[src/rtl/sim_run_ctrl.sv]
`default_nettype none
// +--------------------------------------------------------------------------+
// | sim_run_ctrl: core reset sequencer, run clock-enable, cycle budget and    |
// | halt-streak detector. Optional fetch signature: SIM_RUN_CTRL_SIGNATURE_EN |
// | Revision: 1.0                                                            |
// +--------------------------------------------------------------------------+
module sim_run_ctrl #(
  parameter int                INST_W      = 32,
  parameter int                CNT_W       = 32,
  parameter int                RST_CYCLES  = 2,
  parameter int                DIV         = 2,
  parameter int                MAX_CYCLES  = 500,
  parameter logic [INST_W-1:0] HALT_INST   = '0,
  parameter int                HALT_REPEAT = 4
) (
  input  logic              clk,
  input  logic              rst,
  input  logic [INST_W-1:0] IF_Inst,
  input  logic              inst_valid,
  output logic              core_rst,
  output logic              run_en,
  output logic              clk2_en,
  output logic [CNT_W-1:0]  cycle,
  output logic              done,
  output logic              halted,
  output logic              timeout,
  output logic [INST_W-1:0] signature
);

  localparam int HOLD_W = $clog2(RST_CYCLES + 1);
  localparam int DIV_W  = (DIV > 1) ? $clog2(DIV) : 1;
  localparam int STRK_W = $clog2(HALT_REPEAT + 1);

  localparam logic [HOLD_W-1:0] C_HOLD_INIT = HOLD_W'(RST_CYCLES);
  localparam logic [DIV_W-1:0]  C_DIV_LAST  = DIV_W'(DIV - 1);
  localparam logic [STRK_W-1:0] C_STRK_MAX  = STRK_W'(HALT_REPEAT);
  localparam logic [CNT_W-1:0]  C_CYC_LAST  = CNT_W'(MAX_CYCLES - 1);

  typedef enum logic [1:0] {
    S_RESET_HOLD = 2'd0,
    S_RUN        = 2'd1,
    S_HALTED     = 2'd2,
    S_TIMEOUT    = 2'd3
  } state_e;

  state_e             state_q;
  logic [HOLD_W-1:0]  hold_q;
  logic [DIV_W-1:0]   div_q;
  logic [DIV_W-1:0]   div_d;
  logic [STRK_W-1:0]  strk_q;
  logic [STRK_W-1:0]  strk_d;
  logic [CNT_W-1:0]   cycle_q;
  logic               core_rst_q;
  logic               run_en_q;
  logic               clk2_en_q;
  logic               done_q;
  logic               halted_q;
  logic               timeout_q;
  logic               halt_hit;

  always_comb begin
    strk_d = strk_q;
    if (inst_valid) begin
      if (IF_Inst == HALT_INST) begin
        strk_d = (strk_q == C_STRK_MAX) ? strk_q : strk_q + STRK_W'(1);
      end else begin
        strk_d = '0;
      end
    end
    div_d    = (div_q == C_DIV_LAST) ? '0 : div_q + DIV_W'(1);
    halt_hit = (strk_d == C_STRK_MAX);
  end

  always_ff @(posedge clk) begin
    if (rst) begin
      state_q    <= S_RESET_HOLD;
      hold_q     <= C_HOLD_INIT;
      div_q      <= '0;
      strk_q     <= '0;
      cycle_q    <= '0;
      core_rst_q <= 1'b1;
      run_en_q   <= 1'b0;
      clk2_en_q  <= 1'b0;
      done_q     <= 1'b0;
      halted_q   <= 1'b0;
      timeout_q  <= 1'b0;
    end else begin
      case (state_q)
        S_RESET_HOLD: begin
          if (hold_q == '0) begin
            state_q    <= S_RUN;
            core_rst_q <= 1'b0;
            run_en_q   <= 1'b1;
            cycle_q    <= '0;
            div_q      <= '0;
            strk_q     <= '0;
            clk2_en_q  <= (C_DIV_LAST == '0);
          end else begin
            hold_q <= hold_q - HOLD_W'(1);
          end
        end
        S_RUN: begin
          cycle_q <= cycle_q + CNT_W'(1);
          strk_q  <= strk_d;
          // A halt decided on the last budget cycle takes precedence over timeout.
          if (halt_hit) begin
            state_q   <= S_HALTED;
            run_en_q  <= 1'b0;
            clk2_en_q <= 1'b0;
            done_q    <= 1'b1;
            halted_q  <= 1'b1;
          end else if (cycle_q == C_CYC_LAST) begin
            state_q   <= S_TIMEOUT;
            run_en_q  <= 1'b0;
            clk2_en_q <= 1'b0;
            done_q    <= 1'b1;
            timeout_q <= 1'b1;
          end else begin
            div_q     <= div_d;
            clk2_en_q <= (div_d == C_DIV_LAST);
          end
        end
        S_HALTED, S_TIMEOUT: begin
          state_q <= state_q;
        end
        default: begin
          state_q <= S_RESET_HOLD;
        end
      endcase
    end
  end

`ifdef SIM_RUN_CTRL_SIGNATURE_EN
  logic [INST_W-1:0] sig_q;

  always_ff @(posedge clk) begin
    if (rst) begin
      sig_q <= '0;
    end else if (state_q == S_RUN && inst_valid) begin
      sig_q <= {sig_q[INST_W-2:0], sig_q[INST_W-1]} ^ IF_Inst;
    end
  end

  assign signature = sig_q;
`else
  assign signature = '0;
`endif

  assign core_rst = core_rst_q;
  assign run_en   = run_en_q;
  assign clk2_en  = clk2_en_q;
  assign cycle    = cycle_q;
  assign done     = done_q;
  assign halted   = halted_q;
  assign timeout  = timeout_q;

endmodule
`default_nettype wire

[config.mk]
export PLATFORM = sky130hd
export DESIGN_NAME = sim_run_ctrl
export DESIGN_NICKNAME = d
export VERILOG_FILES = /design/src/rtl/sim_run_ctrl.sv
export SDC_FILE = /design/constraint.sdc
export NUM_CORES = 1
export LEC_CHECK = 0
export CORE_MARGIN = 2
export CORE_UTILIZATION = 48
export DETAILED_ROUTE_END_ITERATION = 10
export PLACE_DENSITY = 0.95
export SLEW_MARGIN = 20
export SYNTH_ARGS = -nofsm -noshare
export SYNTH_HDL_FRONTEND = slang
export SYNTH_SLANG_ARGS = --single-unit
[constraint.sdc]
create_clock -name clk -period 3 [get_ports clk]
set_clock_uncertainty 0.1 [all_clocks]
set_input_delay 0.6 -clock clk [delete_from_list [all_inputs] [get_ports clk]]
set_output_delay 0.6 -clock clk [all_outputs]
set_load 0.05 [all_outputs]
After elaboration in Yosys (flattened, before gate mapping)
Index checks and enable logic that the tools add are counted.
- add/sub/neg operators: 4
- equality and inequality tests: 10
- mux-type cells: 25
- bitwise gates (word level): 3
- reduce and logical (&&, ||, !) cells: 15
- operators by type and width (kind ; count):
    $pmux W32 S2 ; 1
    $add A32 B1 Y32 const B ; 1
    $eq A32 B9 Y1 const B ; 1
    $logic_not A32 Y1 ; 1
    $mux W32 ; 1
    $mux W3 ; 4
    $mux W1 ; 11
    $reduce_and A2 Y1 ; 5
    $reduce_and A3 Y1 ; 3
    $eq A3 B3 Y1 const B ; 2
    $mux W2 ; 3
    $ne A2 B2 Y1 const B ; 3
    $pmux W1 S2 ; 3
    $pmux W3 S2 ; 1
    $eq A2 B2 Y1 const B ; 2
    $logic_not A2 Y1 ; 2
    $pmux W2 S2 ; 1
    $reduce_and A4 Y1 ; 1
    $reduce_bool A2 Y1 ; 2
    $add A3 B1 Y3 const B ; 1
    $ne A3 B3 Y1 const B ; 1
    $not A1 Y1 ; 3
    $eq A2 B1 Y1 const B ; 1
    $reduce_or A2 Y1 ; 1
    2 further kinds ; 2
- flip-flop bits (word level): 46
- input bits: 35
- output and inout bits: 70
- word-level logic and storage cells: 68

Longest topological paths before layout
Gate-level depths: netlist of the first run.
- word-level depth: 7
- mapped depth: 8
- depth with buffers taken out: 7

Worst setup path before layout of the first run
No wires, ideal clock.
- path kind: reg-to-reg
- start point: reg cycle_q[0], in the netlist cycle[0]
- end point: reg cycle_q[16], in the netlist cycle[16]
- library setup time: 91 ps
- data arrival time: 2105 ps
- required time: 2809 ps
- slack: 704 ps
- stages on the path, launching flop included: 8
- path buffers: 1
- clock period less this slack: 2296 ps
- path through: dfxtp_1 -> ha_1 -> nand3_4 -> or4_1 -> buf_2 -> nor3_1 -> nor2_1 -> a311oi_1
- word-level cells in the longest chain between the ends: 2
- ends and longest elaborated chain (what ; RTL line ; RTL):
    start: declaration ; 52 ; logic [CNT_W-1:0] cycle_q;
    start signal: assignment ; 103 ; cycle_q <= cycle_q + CNT_W'(1);
    $add A32 B1 Y32 ; 103 ;
    $pmux W32 S2 ; 88 ; case (state_q)
Every way passes these cells.
A chain may end at the register's enable or synchronous reset.

Worst setup path in the final report of the first run
- start point: reg cycle_q[17], in the netlist cycle[17]
- end point: out cycle[17]
- RTL lines (what ; RTL line ; RTL):
    end: declaration ; 23 ; output logic [CNT_W-1:0] cycle,
No word-level cell between the ends.

==> metrics.csv, run 1 <==
metric,value,unit
dr_wl_met3,635,µm
r2r_start,cycle[0]$_SDFFE_PP0P_,
path_class,reg2out,
grt_antenna_before_repair,0,
post-route-period-util,81.7,%
path_max_fanout,10,
final_cells,487,
slew_headroom,52.4,%
place_inst,479,
drv_cap,0,
vias,2861,
coreArea,5510,µm²
path_delay_family,buffers and inverters,
first_pass_iters,5,
synth_cell_types,57,
r2r-end,clk2_en$_SDFFE_PP0P_,
fmax,408,MHz
route.detailed.drc,0,
insertion_delay,0.31,ns
synthTopCellsByArea,"dfxtp_1, buf_4, nor2_1",
final_common_cell,clkdlybuf4s50_1,
status,completed,
critical_path.slowest_cell,clkdlybuf4s50_1,
hold_end,done$_SDFFE_PP0P_,
synthSimpleGateAreaFrac,28.6,%
gp_congestion,0.939,
nets,453,
post-cts-setup-buffers,0,
vdd_drop_max,0.359,mV
yosysTopAreaCell,dfxtp_1,
die_h,79.3,µm
synth.top_cell.area_share,33.8,%
cts_tree,built,
ys_seq_area_share,33.8,%
synth.avg_cell_area,7.96,µm²
postCtsHoldBufs,0,
finalSetupTns,0,ns
synthAdderAreaFrac,1.84,%
numPortBuffers,72,
path_cells,clkdlybuf4s50_1,
critPathBufInv,1,
vias_per_cell,5.87,
crit_arrival,1.75,ns
ctsLongestPathBuffers,2,
grt_first_pass_wirelength,12600,µm
fin_crit,2.45,ns
hpwl,5450,µm
drt-met1-wl,3060,µm
io_pins,105,
tightest_slew,0.708,ns
final_cell_mix,"clkdlybuf4s50_1, dfxtp_1, nor2_1",
synth_cells,342,
drt_iter0_drc,360,
drive_above_1_share,6.75,%
holdPathStages,2,
required,2.30,ns
final_max_slew_viol_count,0,
synth_top_family_by_area,simple AND/OR/NAND/NOR gates,
rows,27,
ys_ff_latch,46,
area_growth,30.3,%
highest_layer,met4,
ff2ff_setup_slack,0.66,ns
synth_compound_area_share,19.9,%
yosys_warnings,0,
synth_area,2720,µm²
hold_path_class,reg2reg,
leakage,0.00127,µW
dieArea,6290,µm²
max_stage_delay,0.88,ns
grt_pass1_vias,2693,
synth-async-reset-ratio,0,%
ant_nets,0,
wl_met2,3720,µm
finalHoldViolations,0,
numCtsBuffers,5,
synthXorXnorAreaFrac,1.29,%
grt_usage,25.4,%
cts_resized,0,
cts-root-buf,clkbuf_8,
min_from,done$_SDFFE_PP0P_,
grt_max_degree,21,
synthFlopType,dfxtp_1,
initial_core_util,49.4,%
synth_mux_area_share,1.15,%
synth_enable_flop_cells,0,
die_x,79.3,µm
clock-sinks,46,
htree_levels,2,
post_drt_wl_per_cell,15.7,µm
critPathLaunchType,flop,
n_antenna_cell,0,
clk_pin_slew_worst_paths,0.09,ns
setup_viol,0,
worst_r2r_path_depth,6,
cp-end-kind,output pin,
totalWireLength,7660,µm
overflow,0,
rsz0062_at_grt,no,
p_per_area,529,nW/µm²
metrics by stage:
step                      worst slack (ns)  power, µW  utilization (%)  hold WS, ns  instance area (µm²)
final                                0.548       1880             64.4        0.351                 3550
after global routing                 0.478       1960             64.4        0.385                 3550
after CTS                            0.551       1870             64.4        0.359                 3550
after detailed placement             0.317       1320             61.9        0.345                 3410
after global placement               0.380       1300             61.9        0.338                 3410
after floorplan                      0.704       1150                -        0.335                 2840
cell families after synthesis:
group | Yosys count
adder cells (fa/ha/maj) | 4
flip-flops | 46
AND/OR/NAND/NOR | 135
buffers and inverters | 63
XOR/XNOR | 4
AO/OA/AOI/OAI | 86
other | 1
multiplexers | 3
where the power goes:
part	total [µW]	internal (µW)	switching (µW)
combinational	641	214	427
clock	557	334	224
sequential	678	649	29.1
total	1880	1200	680
registers in the layout, indices dropped and copies added (netlist names):
register and count:
clk2_en 1, core_rst 1, cycle 32, div_q 1, done 1, halted 1
hold_q 2, run_en 1, state_q 2, strk_q 3, timeout 1
metal layers:
layer  global-route usage [%]  up-vias
met3                     3.64       23
met4                     13.8        0
met2                     41.6      182
met5                        0        -
met1                     32.0     1325
li1                         -     1331
worst max-delay path by stage:
stage                                 startpoint                      to  slack [ns]  depth (start not counted)
after floorplan            cycle[0]$_SDFFE_PP0P_  cycle[16]$_SDFFE_PP0P_        0.70                          7
after global placement                inst_valid      div_q$_SDFFE_PP0P_        0.38                          6
after detailed placement              inst_valid      div_q$_SDFFE_PP0P_        0.32                          6
after CTS                 cycle[17]$_SDFFE_PP0P_               cycle[17]        0.55                          1
after global routing      cycle[17]$_SDFFE_PP0P_               cycle[17]        0.48                          1
final                     cycle[17]$_SDFFE_PP0P_               cycle[17]        0.55                          1
final cells by class:
type | instances | area [µm²]
multi-input cells | 264 | 1560
fillers | 484 | 1960
repair buffers | 80 | 781
clock buffers | 5 | 68.8
flip-flops and latches | 46 | 921
well taps | 72 | 90.1
clock inverters | 3 | 68.8
inverters | 17 | 63.8
synthesized netlist by cell type, types with 4 or more instances:
| master | instances |
|---|---|
| a211oi_1 | 4 |
| a21oi_1 | 20 |
| a22oi_1 | 5 |
| a311oi_1 | 4 |
| a31oi_1 | 9 |
| a41oi_1 | 4 |
| buf_2 | 5 |
| buf_4 | 32 |
| clkbuf_1 | 9 |
| dfxtp_1 | 46 |
| ha_1 | 4 |
| inv_1 | 17 |
| nand2_1 | 19 |
| nand2b_1 | 4 |
| nand3_1 | 7 |
| nand4_1 | 16 |
| nor2_1 | 34 |
| nor2b_1 | 5 |
| nor3_1 | 7 |
| nor4_1 | 17 |
| o21ai_0 | 24 |
| or3_1 | 5 |
| or4_1 | 4 |
Note: power is estimated with default switching activity, not from simulation.
==> run 2: changes to the inputs <==
--- a/config.mk
+++ b/config.mk
@@ -6,9 +6,9 @@
 export NUM_CORES = 1
 export LEC_CHECK = 0
 export CORE_MARGIN = 2
-export CORE_UTILIZATION = 48
+export CORE_UTILIZATION = 44
 export DETAILED_ROUTE_END_ITERATION = 10
-export PLACE_DENSITY = 0.95
+export PLACE_DENSITY = 0.92
 export SLEW_MARGIN = 20
 export SYNTH_ARGS = -nofsm -noshare
 export SYNTH_HDL_FRONTEND = slang
==> constraint.sdc (replaced) <==
create_clock -name clk -period 2.5 [get_ports clk]
set_clock_uncertainty 0.1 [all_clocks]
set_input_delay 0.5 -clock clk [delete_from_list [all_inputs] [get_ports clk]]
set_output_delay 0.5 -clock clk [all_outputs]
set_load 0.05 [all_outputs]
==> metrics.csv, run 2 (synthesized netlist as in run 1, its figures left out) <==
metric,value,unit,change
cp-startpoint,cycle[17]$_SDFFE_PP0P_,,
p_per_area,628,nW/µm²,+19%
area_growth,33.0,%,
htree_levels,2,,unchanged
path_delay_family,buffers and inverters,,
drv_cap,0,,unchanged
hold_slack,0.353,ns,+0.00199 ns
required,1.90,ns,-0.40 ns
critPathLaunchType,flop,,
critPathBufInv,1,,unchanged
fmax,424,MHz,
r2r_start,strk_q[0]$_SDFFE_PP0P_,,
n_antenna_cell,0,,unchanged
max_stage_delay,0.89,ns,about the same
path_cells,clkdlybuf4s50_1,,
numCtsBuffers,5,,unchanged
dieArea,6830,µm²,+8.6%
hold_path_class,reg2reg,,
numPortBuffers,72,,unchanged
ctsLongestPathBuffers,2,,unchanged
path_max_fanout,10,,unchanged
setup_viol,0,,unchanged
grt_pass1_vias,2729,,+1.3%
finalSetupTns,0,ns,unchanged
drive_above_1_share,8.73,%,+2.0 points
preCtsSetupSlack,0.0299,ns,-0.287 ns
leakage,0.00131,µW,+3.6%
setup_slack,0.141,ns,-0.408 ns
largest_reg_flops,32,,unchanged
slew_headroom,44.0,%,-8.4 points
critical_path.slowest_cell,clkdlybuf4s50_1,,
grt_antenna_before_repair,0,,unchanged
postCtsHoldBufs,0,,unchanged
cts_tree,built,,
nets,462,,+2.0%
rsz0062_at_grt,no,,
place_inst,491,,+2.5%
post-route-period-util,94.4,%,
io_pins,105,,unchanged
hpwl,5620,µm,+3.1%
vdd_drop_max,0.546,mV,+52%
drt_iter0_drc,311,,-14%
route.detailed.drc,0,,unchanged
coreArea,5960,µm²,+8.2%
ant_nets,0,,unchanged
grt_usage,23.8,%,-1.6 points
post-cts-setup-buffers,0,,unchanged
crit_arrival,1.76,ns,about the same
final_max_slew_viol_count,0,,unchanged
insertion_delay,0.31,ns,about the same
final_cell_mix,"clkdlybuf4s50_1, dfxtp_1, nor2_1",,
cts-root-buf,clkbuf_8,,
finalHoldViolations,0,,unchanged
cp-end-kind,output pin,,
fin_total_pwr,2270,µW,+21%
min_from,done$_SDFFE_PP0P_,,
clk_pin_slew_worst_paths,0.10,ns,about the same
fin_crit,2.36,ns,
overflow,0,,unchanged
final_cells,499,,+2.5%
grt_first_pass_wirelength,12500,µm,-1.0%
first_pass_iters,6,,+1
die_h,82.7,µm,+4.2%
die_x,82.7,µm,+4.2%
grt_max_degree,27,,+29%
cts_resized,0,,unchanged
status,completed,,
clock-sinks,46,,unchanged
initial_core_util,45.7,%,-3.7 points
fillers,532,,+9.9%
rows,28,,+3.7%
vias_per_cell,5.73,,-2.5%
post_drt_wl_per_cell,15.5,µm,-1.3%
vias,2859,,-0.070%
final_common_cell,clkdlybuf4s50_1,,
totalWireLength,7740,µm,+1.1%
tightest_slew,0.837,ns,+0.129 ns
gp_congestion,0.910,,-3.1%
path_class,reg2out,,
-- run 2: changes by cell type in the layout (fill, tap and decap cells not counted), sizes merged --
cell  change
buf       +9
-- run 2: worst paths after layout --
| kind | to | slack (ns) | cells after the start |
|---|---|---|---|
| worst min register to register | done$_SDFFE_PP0P_ | 0.35 | 2 |
| worst max register to register | div_q$_SDFFE_PP0P_ | 0.29 | 7 |
| worst min-delay path | done$_SDFFE_PP0P_ | 0.35 | 2 |
| worst max-delay path | cycle[17] | 0.14 | 1 |
-- run 2: area by class of cell --
class / instances / area [µm²] / area share (%)
multi-input combinational: 264 / 1560 / 43.0
sequential: 46 / 921 / 25.4
timing repair buffer: 89 / 848 / 23.4
tap: 75 / 93.8 / 2.59
clock buffer: 5 / 68.8 / 1.90
clock inverter: 3 / 68.8 / 1.90
inverter: 17 / 63.8 / 1.76
-- run 2: stage by stage --
stage	instance area [µm²]	utilization, %
final	3620	60.8
after CTS	3620	60.8
after global routing	3620	60.8
after detailed placement	3480	58.5
after global placement	3480	58.5
after floorplan	2840	-
-- run 2: power breakdown --
group          internal (µW)  leakage, µW  switching, µW
registers                778     0.000372           34.1
logic                    270     0.000874            515
clock network            401    0.0000683            273
-- run 2: metal layers --
| metal | track usage [%] | up-vias | wire (µm) |
|---|---|---|---|
| li1 | - | 1353 | - |
| met1 | 29.0 | 1325 | 3130 |
| met2 | 40.5 | 159 | 3880 |
| met3 | 4.24 | 22 | 557 |
| met4 | 11.3 | 0 | 174 |
| met5 | 0 | - | 0 |
